$ cat src/rtl/draw_scheduler_if.sv
// Drawing-pipeline handshake and write-port bundle between draw_scheduler
// and its sub-blocks (fill_drawer, logic_placeholder/line_drawer, frame_buffer).
//   fill_start/fill_ready     start pulse / idle flag of fill_drawer
//   logic_start/logic_ready   start pulse / idle flag of logic_placeholder
//   fill_we/addr/data         fill_drawer write port
//   line_we/addr/data         line_drawer write port
//   fb_we/addr/data           muxed frame_buffer write port
// master = scheduler side, slave = drawer/frame_buffer side.
interface draw_scheduler_if #(
    parameter int ADDR_W = 19
);
    logic              fill_start;
    logic              fill_ready;
    logic              logic_start;
    logic              logic_ready;
    logic              fill_we;
    logic [ADDR_W-1:0] fill_addr;
    logic              fill_data;
    logic              line_we;
    logic [ADDR_W-1:0] line_addr;
    logic              line_data;
    logic              fb_we;
    logic [ADDR_W-1:0] fb_addr;
    logic              fb_data;

    modport master (
        output fill_start, logic_start, fb_we, fb_addr, fb_data,
        input  fill_ready, logic_ready,
        input  fill_we, fill_addr, fill_data,
        input  line_we, line_addr, line_data
    );

    modport slave (
        input  fill_start, logic_start, fb_we, fb_addr, fb_data,
        output fill_ready, logic_ready,
        output fill_we, fill_addr, fill_data,
        output line_we, line_addr, line_data
    );
endinterface

$ cat src/rtl/draw_scheduler.sv
// Per-frame sequencer: clear back buffer (fill_drawer), run logic_placeholder
// (drives line_drawer), wait for vblank, pulse swap. Owns the single
// frame_buffer write port through a state-selected mux.
// Ports:
//   clk, rst_n        clock, synchronous active-low reset
//   frame_req         one-cycle frame request (one request can be queued)
//   vblank            level, high during vertical blanking
//   bus               draw_scheduler_if.master (drawer handshakes, write ports)
//   swap, frame_done  one-cycle pulses at end of frame
//   busy              high whenever not IDLE
//   frame_count       completed frames, wraps
//   error             sticky wait-stage timeout flag
// Optional: define DRAW_TIMEOUT_EN to bound every wait stage to
// TIMEOUT_CYCLES cycles; otherwise error is constant 0.
module draw_scheduler #(
    parameter int ADDR_W         = 19,
    parameter int COUNT_W        = 16,
    parameter int TIMEOUT_CYCLES = 400000
) (
    input  logic               clk,
    input  logic               rst_n,
    input  logic               frame_req,
    input  logic               vblank,
    draw_scheduler_if.master   bus,
    output logic               swap,
    output logic               busy,
    output logic               frame_done,
    output logic [COUNT_W-1:0] frame_count,
    output logic               error
);
    typedef enum logic [3:0] {
        IDLE, FILL_GO, FILL_GUARD, FILL_WAIT,
        LOGIC_GO, LOGIC_GUARD, LOGIC_WAIT, VBL_WAIT, SWAP
    } state_t;

    state_t state;
    logic   pending;
    logic   wait_exit;
    logic   tmo_hit;

    // Exit condition of whichever wait stage is active.
    always_comb begin
        wait_exit = 1'b0;
        case (state)
            FILL_WAIT:  wait_exit = bus.fill_ready;
            LOGIC_WAIT: wait_exit = bus.logic_ready;
            VBL_WAIT:   wait_exit = vblank;
            default:    wait_exit = 1'b0;
        endcase
    end

`ifdef DRAW_TIMEOUT_EN
    localparam int TMO_W = $clog2(TIMEOUT_CYCLES + 1);
    logic [TMO_W-1:0] tmo_cnt;
    logic             in_wait;

    assign in_wait = (state == FILL_WAIT) || (state == LOGIC_WAIT) || (state == VBL_WAIT);

    // Zero outside wait stages and on a wait exit, so every wait stage is
    // entered with a fresh count (LOGIC_WAIT -> VBL_WAIT included).
    always_ff @(posedge clk) begin
        if (!rst_n || !in_wait || wait_exit) tmo_cnt <= '0;
        else                                 tmo_cnt <= tmo_cnt + 1'b1;
    end

    assign tmo_hit = in_wait && !wait_exit && (tmo_cnt == TMO_W'(TIMEOUT_CYCLES - 1));
`else
    assign tmo_hit = 1'b0;
`endif

    always_ff @(posedge clk) begin
        if (!rst_n) begin
            state           <= IDLE;
            pending         <= 1'b0;
            bus.fill_start  <= 1'b0;
            bus.logic_start <= 1'b0;
            swap            <= 1'b0;
            frame_done      <= 1'b0;
            busy            <= 1'b0;
            frame_count     <= '0;
            error           <= 1'b0;
        end else begin
            bus.fill_start  <= 1'b0;
            bus.logic_start <= 1'b0;
            swap            <= 1'b0;
            frame_done      <= 1'b0;
            // Single-entry queue: extra requests while pending are dropped.
            if (frame_req && state != IDLE) pending <= 1'b1;
            case (state)
                IDLE: begin
                    // Both drawers must be idle: they are not reset by us and
                    // may still be running after a mid-frame reset.
                    if ((frame_req || pending) && bus.fill_ready && bus.logic_ready) begin
                        state          <= FILL_GO;
                        bus.fill_start <= 1'b1;
                        busy           <= 1'b1;
                        pending        <= 1'b0;
                        error          <= 1'b0;
                    end else if (frame_req) begin
                        pending <= 1'b1;   // hold the request until drawers are idle
                    end
                end
                FILL_GO:    state <= FILL_GUARD;
                // Drawer drops ready one cycle after start; skip that cycle.
                FILL_GUARD: state <= FILL_WAIT;
                FILL_WAIT: begin
                    if (wait_exit) begin
                        state           <= LOGIC_GO;
                        bus.logic_start <= 1'b1;
                    end else if (tmo_hit) begin
                        state <= IDLE;
                        busy  <= 1'b0;
                        error <= 1'b1;
                    end
                end
                LOGIC_GO:    state <= LOGIC_GUARD;
                LOGIC_GUARD: state <= LOGIC_WAIT;
                LOGIC_WAIT: begin
                    if (wait_exit) begin
                        state <= VBL_WAIT;
                    end else if (tmo_hit) begin
                        state <= IDLE;
                        busy  <= 1'b0;
                        error <= 1'b1;
                    end
                end
                VBL_WAIT: begin
                    if (wait_exit) begin
                        state       <= SWAP;
                        swap        <= 1'b1;
                        frame_done  <= 1'b1;
                        frame_count <= frame_count + 1'b1;
                    end else if (tmo_hit) begin
                        state <= IDLE;
                        busy  <= 1'b0;
                        error <= 1'b1;
                    end
                end
                SWAP: begin
                    state <= IDLE;
                    busy  <= 1'b0;
                end
                default: begin
                    state <= IDLE;
                    busy  <= 1'b0;
                end
            endcase
        end
    end

    // Write-port ownership follows the phase; stray writes are dropped.
    always_comb begin
        bus.fb_we   = 1'b0;
        bus.fb_addr = {ADDR_W{1'b0}};
        bus.fb_data = 1'b0;
        case (state)
            FILL_GO, FILL_GUARD, FILL_WAIT: begin
                bus.fb_we   = bus.fill_we;
                bus.fb_addr = bus.fill_addr;
                bus.fb_data = bus.fill_data;
            end
            LOGIC_GO, LOGIC_GUARD, LOGIC_WAIT: begin
                bus.fb_we   = bus.line_we;
                bus.fb_addr = bus.line_addr;
                bus.fb_data = bus.line_data;
            end
            default: ;
        endcase
    end
endmodule

$ cat src/flat_wrapper.sv
// flat-port wrapper written by rule: the top's interface ports become plain ports
module draw_scheduler_flat 
#(
    parameter int ADDR_W         = 19,
    parameter int COUNT_W        = 16,
    parameter int TIMEOUT_CYCLES = 400000
)
  (clk, rst_n, frame_req, vblank, swap, busy, frame_done, frame_count, error, bus_fill_start, bus_logic_start, bus_fb_we, bus_fb_addr, bus_fb_data, bus_fill_ready, bus_logic_ready, bus_fill_we, bus_fill_addr, bus_fill_data, bus_line_we, bus_line_addr, bus_line_data);
  draw_scheduler_if #(.ADDR_W(ADDR_W)) bus_i ();
  input  logic clk;
  input  logic rst_n;
  input  logic frame_req;
  input  logic vblank;
  output logic swap;
  output logic busy;
  output logic frame_done;
  output logic [COUNT_W-1:0] frame_count;
  output logic error;
  output wire logic [$bits(bus_i.fill_start)-1:0] bus_fill_start;
  output wire logic [$bits(bus_i.logic_start)-1:0] bus_logic_start;
  output wire logic [$bits(bus_i.fb_we)-1:0] bus_fb_we;
  output wire logic [$bits(bus_i.fb_addr)-1:0] bus_fb_addr;
  output wire logic [$bits(bus_i.fb_data)-1:0] bus_fb_data;
  input wire logic [$bits(bus_i.fill_ready)-1:0] bus_fill_ready;
  input wire logic [$bits(bus_i.logic_ready)-1:0] bus_logic_ready;
  input wire logic [$bits(bus_i.fill_we)-1:0] bus_fill_we;
  input wire logic [$bits(bus_i.fill_addr)-1:0] bus_fill_addr;
  input wire logic [$bits(bus_i.fill_data)-1:0] bus_fill_data;
  input wire logic [$bits(bus_i.line_we)-1:0] bus_line_we;
  input wire logic [$bits(bus_i.line_addr)-1:0] bus_line_addr;
  input wire logic [$bits(bus_i.line_data)-1:0] bus_line_data;
  assign bus_fill_start = bus_i.fill_start;
  assign bus_logic_start = bus_i.logic_start;
  assign bus_fb_we = bus_i.fb_we;
  assign bus_fb_addr = bus_i.fb_addr;
  assign bus_fb_data = bus_i.fb_data;
  assign bus_i.fill_ready = bus_fill_ready;
  assign bus_i.logic_ready = bus_logic_ready;
  assign bus_i.fill_we = bus_fill_we;
  assign bus_i.fill_addr = bus_fill_addr;
  assign bus_i.fill_data = bus_fill_data;
  assign bus_i.line_we = bus_line_we;
  assign bus_i.line_addr = bus_line_addr;
  assign bus_i.line_data = bus_line_data;
  draw_scheduler #(.ADDR_W(ADDR_W), .COUNT_W(COUNT_W), .TIMEOUT_CYCLES(TIMEOUT_CYCLES)) u_core (.clk(clk), .rst_n(rst_n), .frame_req(frame_req), .vblank(vblank), .bus(bus_i), .swap(swap), .busy(busy), .frame_done(frame_done), .frame_count(frame_count), .error(error));
endmodule
$ cat config.mk
export PLATFORM = sky130hd
export DESIGN_NAME = draw_scheduler_flat
export DESIGN_NICKNAME = d
export VERILOG_FILES = /design/src/rtl/draw_scheduler_if.sv /design/src/rtl/draw_scheduler.sv /design/src/flat_wrapper.sv
export SDC_FILE = /design/constraint.sdc
export NUM_CORES = 1
export LEC_CHECK = 0
export BUFFER_PORTS_ARGS = -buffer_cell sky130_fd_sc_hd__buf_2
export CORE_UTILIZATION = 35
export DETAILED_ROUTE_END_ITERATION = 7
export PLACE_DENSITY = 0.69
export SYNTH_ARGS = -nofsm -noshare
export SYNTH_HDL_FRONTEND = slang
export SYNTH_SLANG_ARGS = --single-unit
$ cat constraint.sdc
create_clock -name clk -period 2 [get_ports clk]
set_clock_uncertainty 0.05 [all_clocks]
set_input_delay 0.3 -clock clk [delete_from_list [all_inputs] [get_ports clk]]
set_output_delay 0.3 -clock clk [all_outputs]
set_load 0.005 [all_outputs]
# After elaboration in Yosys (flattened, before gate mapping)
# Cells that the tools add are included.
totals:
  regBits: 25
  out_inout_bits: 43
  word_cells: 52
classes:
  n_addsub: 1
  n_eq_ne: 11
  muxes: 17
  bitwise_logic: 1
  n_reduce_logical: 15
ops:
  columns: ["operator", "n"]
  rows:
  - ["$pmux 19 s2", 1]
  - ["$pmux 4 s8", 1]
  - ["$add 16x1->16 const B", 1]
  - ["$eq 4x3->1 const B", 4]
  - ["$mux 4", 4]
  - ["$reduce_and 2->1", 5]
  - ["$eq 4x2->1 const B", 2]
  - ["$ne 2x1->1 const B", 4]
  - ["$mux 1", 7]
  - ["$reduce_or 7->1", 1]
  - ["$pmux 1 s2", 3]
  - ["$reduce_or 3->1", 2]
  - ["$eq 4x1->1 const B", 1]
  - ["$logic_not 4->1", 1]
  - ["$reduce_and 4->1", 1]
  - ["$reduce_bool 4->1", 1]
  - ["$logic_and 1x1->1", 3]
  - ["$pmux 1 s3", 1]
  - ["$logic_or 1x1->1", 1]
  - ["$not 1->1", 1]

# Depth between registers and ports, before layout
# Gate-level depths: netlist of run 1.
depth:
  depth_word: 6
  depth_mapped: 6
  depth_no_buf: 5

# Worst setup path before layout of run 1
# Ideal clock, no wire load.
synth_path:
  path_type: "flip-flop to output port"
  from: "register u_core.state[2]"
  to: "output port bus_fb_addr[0]"
  arrival_ps: 1219
  setup_slack_ps: 431
  stages_incl_launch_ff: 6
  path_buffers: 2
  path_cell_list: "dfxtp_1 -> buf_4 -> nand2b_1 -> a21oi_1 -> clkbuf_1 -> a22o_1"
synth_between:
  elab_chain_cells: 3
  word_cells_on_any_way: 9
  classes_between: "6 x eq/ne; 1 x mux; 2 x reduce/logical"
synth_rtl:
  columns: ["element", "line", "rtl"]
  rows:
  - ["from (decl)", "draw_scheduler.sv:36", "state_t state;"]
  - ["from (signal assigned)", "draw_scheduler.sv:73", "state <= IDLE;"]
  - ["from (signal assigned)", "draw_scheduler.sv:94", "state <= FILL_GO;"]
  - ["from (signal assigned)", "draw_scheduler.sv:103", "FILL_GO: state <= FILL_GUARD;"]
  - ["$eq 4x3->1 (tied with other cells)", "draw_scheduler.sv:156", "case (state)"]
  - ["$reduce_or 3->1", "draw_scheduler.sv:156", null]
  - ["$pmux 19 s2 *", "draw_scheduler.sv:156", null]
  - ["to (decl)", "flat_wrapper.sv:22", "output wire logic [$bits(bus_i.fb_addr)-1:0] bus_fb_addr;"]
# Mark *: on every way between the ends. The rest lies on a longest branch, timed or not.

# Final worst setup path of run 1
# Same ends and word-level chain as after synthesis.

==> run metrics, run 1 <==
Slew headroom=0.6584; Post-Syn Nets=208; Mean Syn Cell Area=8.617 µm²; hold_buf cts=0; Worst Path Required=roughly 1.7 ns; most frequent cells in the layout=89 x buf_2, 23 x dfxtp_1, 21 x a22o_1, 17 x nor2_1, 12 x nand2_1; grt ovf=0; final setup fails=0; biggest area consumer among synthesized cells=dfxtp_1; final non-filler cell total=a little under 300; top cell type's share of synthesized area=0.3653; design area=around 1900 µm²; Leakage=roughly 0.94 nW; vias in the first global route=1306; antenna cells=0; Synth Instances=approximately 160; unrepaired setup endpoints after global routing=false; initial core utilization=0.3687; Slew @ Worst Pin=0.5053 ns; ys flop type=dfxtp_1; cell mode on critical path=buf_4; placed cells=290; via-per-instance ratio=between 5 and 6; Root Driver=clkbuf_8; ys async rst share=0; Max FO, Critical Path=21; number of clock sinks=25; initial antenna violation count=0; Fin. Hold Viols=0; CP arrival=~1.5 ns; WL/cell=about 12 µm; PD cells=~520 nW/µm²; Yosys warning count=0; status=complete, no violations; Remaining DRCs=0; DP Worst Slack=0.3701 ns; DR pass1 iterations=4; site row count=22; CP Launch Type=flop; Vias=between 1000 and 1500; initial drt markers=around 70; CTS buffer count=3; slowest stage delay, CP=roughly 0.45 ns; Placeable Area=about 3700 µm²; H-tree depth=1; routability congestion estimate=between 0.7 and 0.8; P&R area growth vs syn=39.09%; number of antenna-violating nets in the routed design=0; min Tclk post-route=between 1.5 and 2 ns; pin count of the biggest net entering global routing=22; CP endpoint kind=output pin; worst hold path type=in -> reg; register area share after synthesis=0.3653; Setup Crit Path Kind=reg -> out; clock-pin slew on the worst setup and hold paths=0.08 ns; Mapped Area=roughly 1400 µm²; final setup TNS=0 ns; share of the clock period used by the worst path=0.9401; Netlist cell types=38; hpwl dp=between 2000 and 3000 µm; CTS tree=done; f_max=about 530 MHz; nets=a little under 300; clock latency on the worst-skew pair=between 0.2 and 0.3 ns; Max clock buf depth=2; placed instance area=around 1900 µm²; port bufs=89; crit-path cells=buf_4 > nor3_2 > buf_4 > a22o_1 > buf_2; fin worst setup slack=between 0.1 and 0.15 ns; boundary pin count=~90; MaxCap Viol Count=0; flop and latch count out of synthesis=25; Post-synth EDFFs=0; first-pass GRT wire length=5589 µm; top cells by area, synth=dfxtp_1 37%, a22o_1 13%, nor2_1 4.7%, nand2_1 3.3%, xnor2_1 3.2%; most common cell after layout, fill and taps aside=buf_2; fraction of layout cells with a size suffix above 1=0.4309; count of final max-slew check failures=0; worst hold margin=0.2400 ns; Global Route Usage Sum=0.1668; die area=around 4200 µm²; Slowest-stage cell, CP=dfxtp_1; DIE HEIGHT=64.57 µm; DRT Wirelength=about 3400 µm; CP top delay family=buffers and inverters; crit path buf inv count=3; VDD IR max=about 0.45 mV; die width=64.57 µm
[worst paths after layout]
kind | cells after the start | from | endpoint | slack (ns)
max | 5 | u_core.state[2]$_SDFFE_PN0P_ | bus_fb_addr[0] | 0.12
min | 3 | frame_req | u_core.pending$_SDFF_PN0_ | 0.24
max reg2reg | 5 | u_core.frame_count[0]$_SDFFE_PN0P_ | u_core.frame_count[12]$_SDFFE_PN0P_ | 0.35
min reg2reg | 2 | u_core.frame_count[15]$_SDFFE_PN0P_ | u_core.frame_count[15]$_SDFFE_PN0P_ | 0.43
[registers in the layout, indices dropped and copies added, names as in the netlist]
signal	count
u_core.pending	1
u_core.state	4
u_core.frame_count	16
u_core.busy	1
u_core.bus.fill_start	1
u_core.swap	1
u_core.bus.logic_start	1
[worst reg2reg max path, stage by stage (launching register included)]
cell and delay (ns):
dfxtp_1 0.39, ha_1 0.19, and4_1 0.25, nand4_2 0.17, or3_1 0.37, a21oi_1 0.14
[through the flow]
stage,power (mW),util
after floorplan,0.6197,-
after global placement,0.7077,0.5000
after detailed placement,0.7078,0.5000
after CTS,1.004,0.5121
after global routing,1.044,0.5128
final,0.9918,0.5128
[metal layers]
layer | part of all wire | up-vias | global-route usage
met1 | 0.48 | 679 | 0.2239
met5 | 0 | - | 0
li1 | - | 755 | -
met3 | 0.061 | 2 | 0.04225
met2 | 0.46 | 50 | 0.2684
met4 | 0.0061 | 0 | 0.03333
[power by group]
part           switching (mW)  total, mW  internal [mW]
logic                  0.0782      0.180          0.102
registers              0.0104      0.516          0.505
clock network           0.153      0.296          0.143
[what timing repair did]
action,in CTS,in global routing
hold endpoints to repair,0,0
gates resized for setup,0,2
setup buffers,0,0
setup endpoints to repair,0,21
[cells in the mapped netlist, types with 2 or more instances]
| cell type | instances |
|---|---|
| dfxtp_1 | 25 |
| a22o_1 | 21 |
| nor2_1 | 17 |
| nand2_1 | 12 |
| a21oi_1 | 8 |
| clkbuf_1 | 6 |
| nand3_1 | 5 |
| nand4_1 | 5 |
| nor3_1 | 5 |
| o21ai_0 | 5 |
| xnor2_1 | 5 |
| buf_4 | 4 |
| nand2b_1 | 4 |
| nor4_1 | 4 |
| xor2_1 | 4 |
| or3_1 | 3 |
| and4_1 | 2 |
| inv_1 | 2 |
| mux2i_1 | 2 |
| o211ai_1 | 2 |
[area by class of cell]
cell class	instances	area, µm²
clock buffers	4	45.04
fillers	377	1810
inverters	3	11.26
multi-input cells	119	795.8
flip-flops and latches	25	503.0
well taps	48	60.06
repair buffers	95	490.5
[logic make-up after synthesis]
kind of cell / share of synthesized area
AND/OR/NAND/NOR: 0.2822
AO/OA/AOI/OAI: 0.2110
flip-flops: 0.3653
buffers and inverters: 0.05753
XOR/XNOR: 0.05753
multiplexers: 0.01461
adder cells (fa/ha/maj): 0.009131
other: 0.002737
Note: power is estimated with default switching activity, not from simulation.
==> run 2: changes to the inputs <==
Settings changed: BUFFER_PORTS_ARGS -buffer_cell sky130_fd_sc_hd__buf_2 to -buffer_cell sky130_fd_sc_hd__buf_4, CORE_MARGIN set to 2.
==> run metrics, run 2 (synthesis gave the netlist of run 1 again) <==
status=complete, no violations; internal power component=0.7952 mW (+6.1%); Max FO, Critical Path=21 (unchanged); worst hold endpoint=u_core.pending$_SDFF_PN0_; Fin. Hold Viols=0 (unchanged); initial drt markers=74 (+8.8%); Setup Crit Path Kind=reg -> out; Max clock buf depth=2 (unchanged); R2R Path Start=u_core.frame_count[0]$_SDFFE_PN0P_; CP Launch Type=flop; initial core utilization=0.3687 (unchanged); antenna cells=0 (unchanged); P&R area growth vs syn=55.25%; Slowest-stage cell, CP=dfxtp_2; clock latency on the worst-skew pair=0.27 ns (about the same); vias in the first global route=1250 (-4.3%); worst hold margin=0.2326 ns (-0.007367 ns); MaxCap Viol Count=0 (unchanged); Reg2Reg Setup Slack=0.33 ns (-0.02 ns); fraction of layout cells with a size suffix above 1=0.4367 (+0.005840); hold_buf cts=0 (unchanged); grt ovf=0 (unchanged); PD cells=492.3 nW/µm² (-5.4%); crit-path cells=nand2b_1 > a21oi_1 > buf_6 > a22o_1 > buf_4; slowest stage delay, CP=0.36 ns (-0.09 ns); Global Route Usage Sum=0.1615 (-0.005317); H-tree depth=1 (unchanged); min Tclk post-route=1.908 ns (+0.02733 ns); hpwl dp=2897 µm (+8.8%); via-per-instance ratio=5.010 (-0.87%); share of power burned in registers=0.493 (-0.027); boundary pin count=91 (unchanged); CP arrival=1.56 ns (+0.03 ns); combinational share of power=0.221 (+0.040); switching power=0.2520 mW (+4.1%); Clk pwr share=0.286 (-0.012); most common cell after layout, fill and taps aside=buf_4; clock-pin slew on the worst setup and hold paths=0.08 ns (about the same); Root Driver=clkbuf_8; total chip power=1.047 mW (+5.6%); DRT Wirelength=3764 µm (+10%); Worst Path Required=1.65 ns (about the same); WL/cell=12.85 µm (+10%); VDD IR max=0.2718 mV (-39%); crit path from=u_core.state[3]$_SDFFE_PN0P_; f_max=524.2 MHz (-1.4%); reg2reg end=u_core.frame_count[12]$_SDFFE_PN0P_; switch share=0.2406 (-0.003439); worst reg2reg path depth=5 (unchanged); CTS tree=done; DIE HEIGHT=66.57 µm (+3.1%); final setup fails=0 (unchanged); nets=295 (-0.34%); count of final max-slew check failures=0 (unchanged); hold wc startpoint=frame_req; Placeable Area=3716 µm² (unchanged); CTS buffer count=3 (unchanged); die width=66.57 µm (+3.1%); Largest regs=u_core.frame_count: 16 flops, u_core.state: 4 flops; site row count=22 (unchanged); Slew headroom=0.6690 (+0.01060); first-pass GRT wire length=5602 µm (+0.23%); Leakage=0.9745 nW (+4.0%); routability congestion estimate=0.7570 (+1.8%); initial antenna violation count=0 (unchanged); worst hold path type=in -> reg; Vias=1468 (-1.2%); max reg flops=16 (unchanged); pin count of the biggest net entering global routing=22 (unchanged); port bufs=89 (unchanged); most frequent cells in the layout=93 x buf_4, 21 x a22o_1, 21 x dfxtp_1, 17 x nor2_1, 12 x nand2_1; CP endpoint kind=output pin; share of the clock period used by the worst path=0.9538 (+0.01366); DR pass1 iterations=4 (unchanged); Remaining DRCs=0 (unchanged); Top reg by flops=u_core.frame_count; number of antenna-violating nets in the routed design=0 (unchanged); number of clock sinks=25 (unchanged); Min-Delay Path Depth=3 (unchanged); Slew @ Worst Pin=0.4935 ns (-0.01184 ns); # Post-CTS Setup Buffers=0 (unchanged); die area=4431 µm² (+6.3%); final setup TNS=0 ns (unchanged)
==> run 2: changes by cell type in the layout (fill, tap and decap cells not counted) <==
cell / before / now
buf_6: 0 / 1
buf_2: 89 / 0
dfxtp_1: 23 / 21
dfxtp_2: 2 / 4
buf_4: 6 / 93
==> run 2: critical path: cells and delay by family, from the launching register on <==
family | cells | cell delay, ns
compound gates | 2 | 0.35
buf+inv | 2 | 0.32
flops | 1 | 0.36
simple gates | 1 | 0.24
==> run 2: timing repair <==
item,in CTS,in global routing
setup endpoints to repair,0,21
gates resized for setup,0,5
endpoints found under the hold margin,0,0
==> run 2: worst max-delay path by stage <==
stage,cells past startpoint,endpoint
finish,5,bus_fb_addr[17]
global route,5,bus_fb_addr[7]
CTS,5,bus_fb_addr[18]
detailed placement,5,bus_fb_addr[18]
global placement,5,bus_fb_data
floorplan,5,bus_fb_addr[0]
==> run 2: metal layers <==
metal  GRT usage  part of all wire
met2      0.2525              0.48
met4     0.06122             0.013
met5           0                 0
met1      0.2190              0.45
met3     0.03041             0.050
==> run 2: stage by stage <==
step	area [µm²]	instances	utilization	setup WS, ns
4_1_cts	2118	293	0.5700	0.02600
3_3_place_gp	2073	289	0.5579	0.3453
3_5_place_dp	2073	289	0.5579	0.3348
6_report	2127	293	0.5724	0.09247
5_1_grt	2127	293	0.5724	-0.001913
2_1_floorplan	1370	159	-	0.4314
==> run 2: power by group through the flow <==
stage          Sequential (mW)  Combinational (mW)  Clock [mW]
6_report                 0.516               0.231       0.300
3_5_place_dp             0.527               0.232           0
4_1_cts                  0.516               0.233       0.307
3_3_place_gp             0.527               0.231           0
2_1_floorplan            0.519               0.101           0
5_1_grt                  0.518               0.252       0.334
==> run 2: cell type report <==
type	count	area, µm²
fillers	363	1589
multi-input cells	119	795.8
repair buffers	94	709.4
flip-flops and latches	25	505.5
well taps	48	60.06
clock buffers	4	45.04
inverters	3	11.26
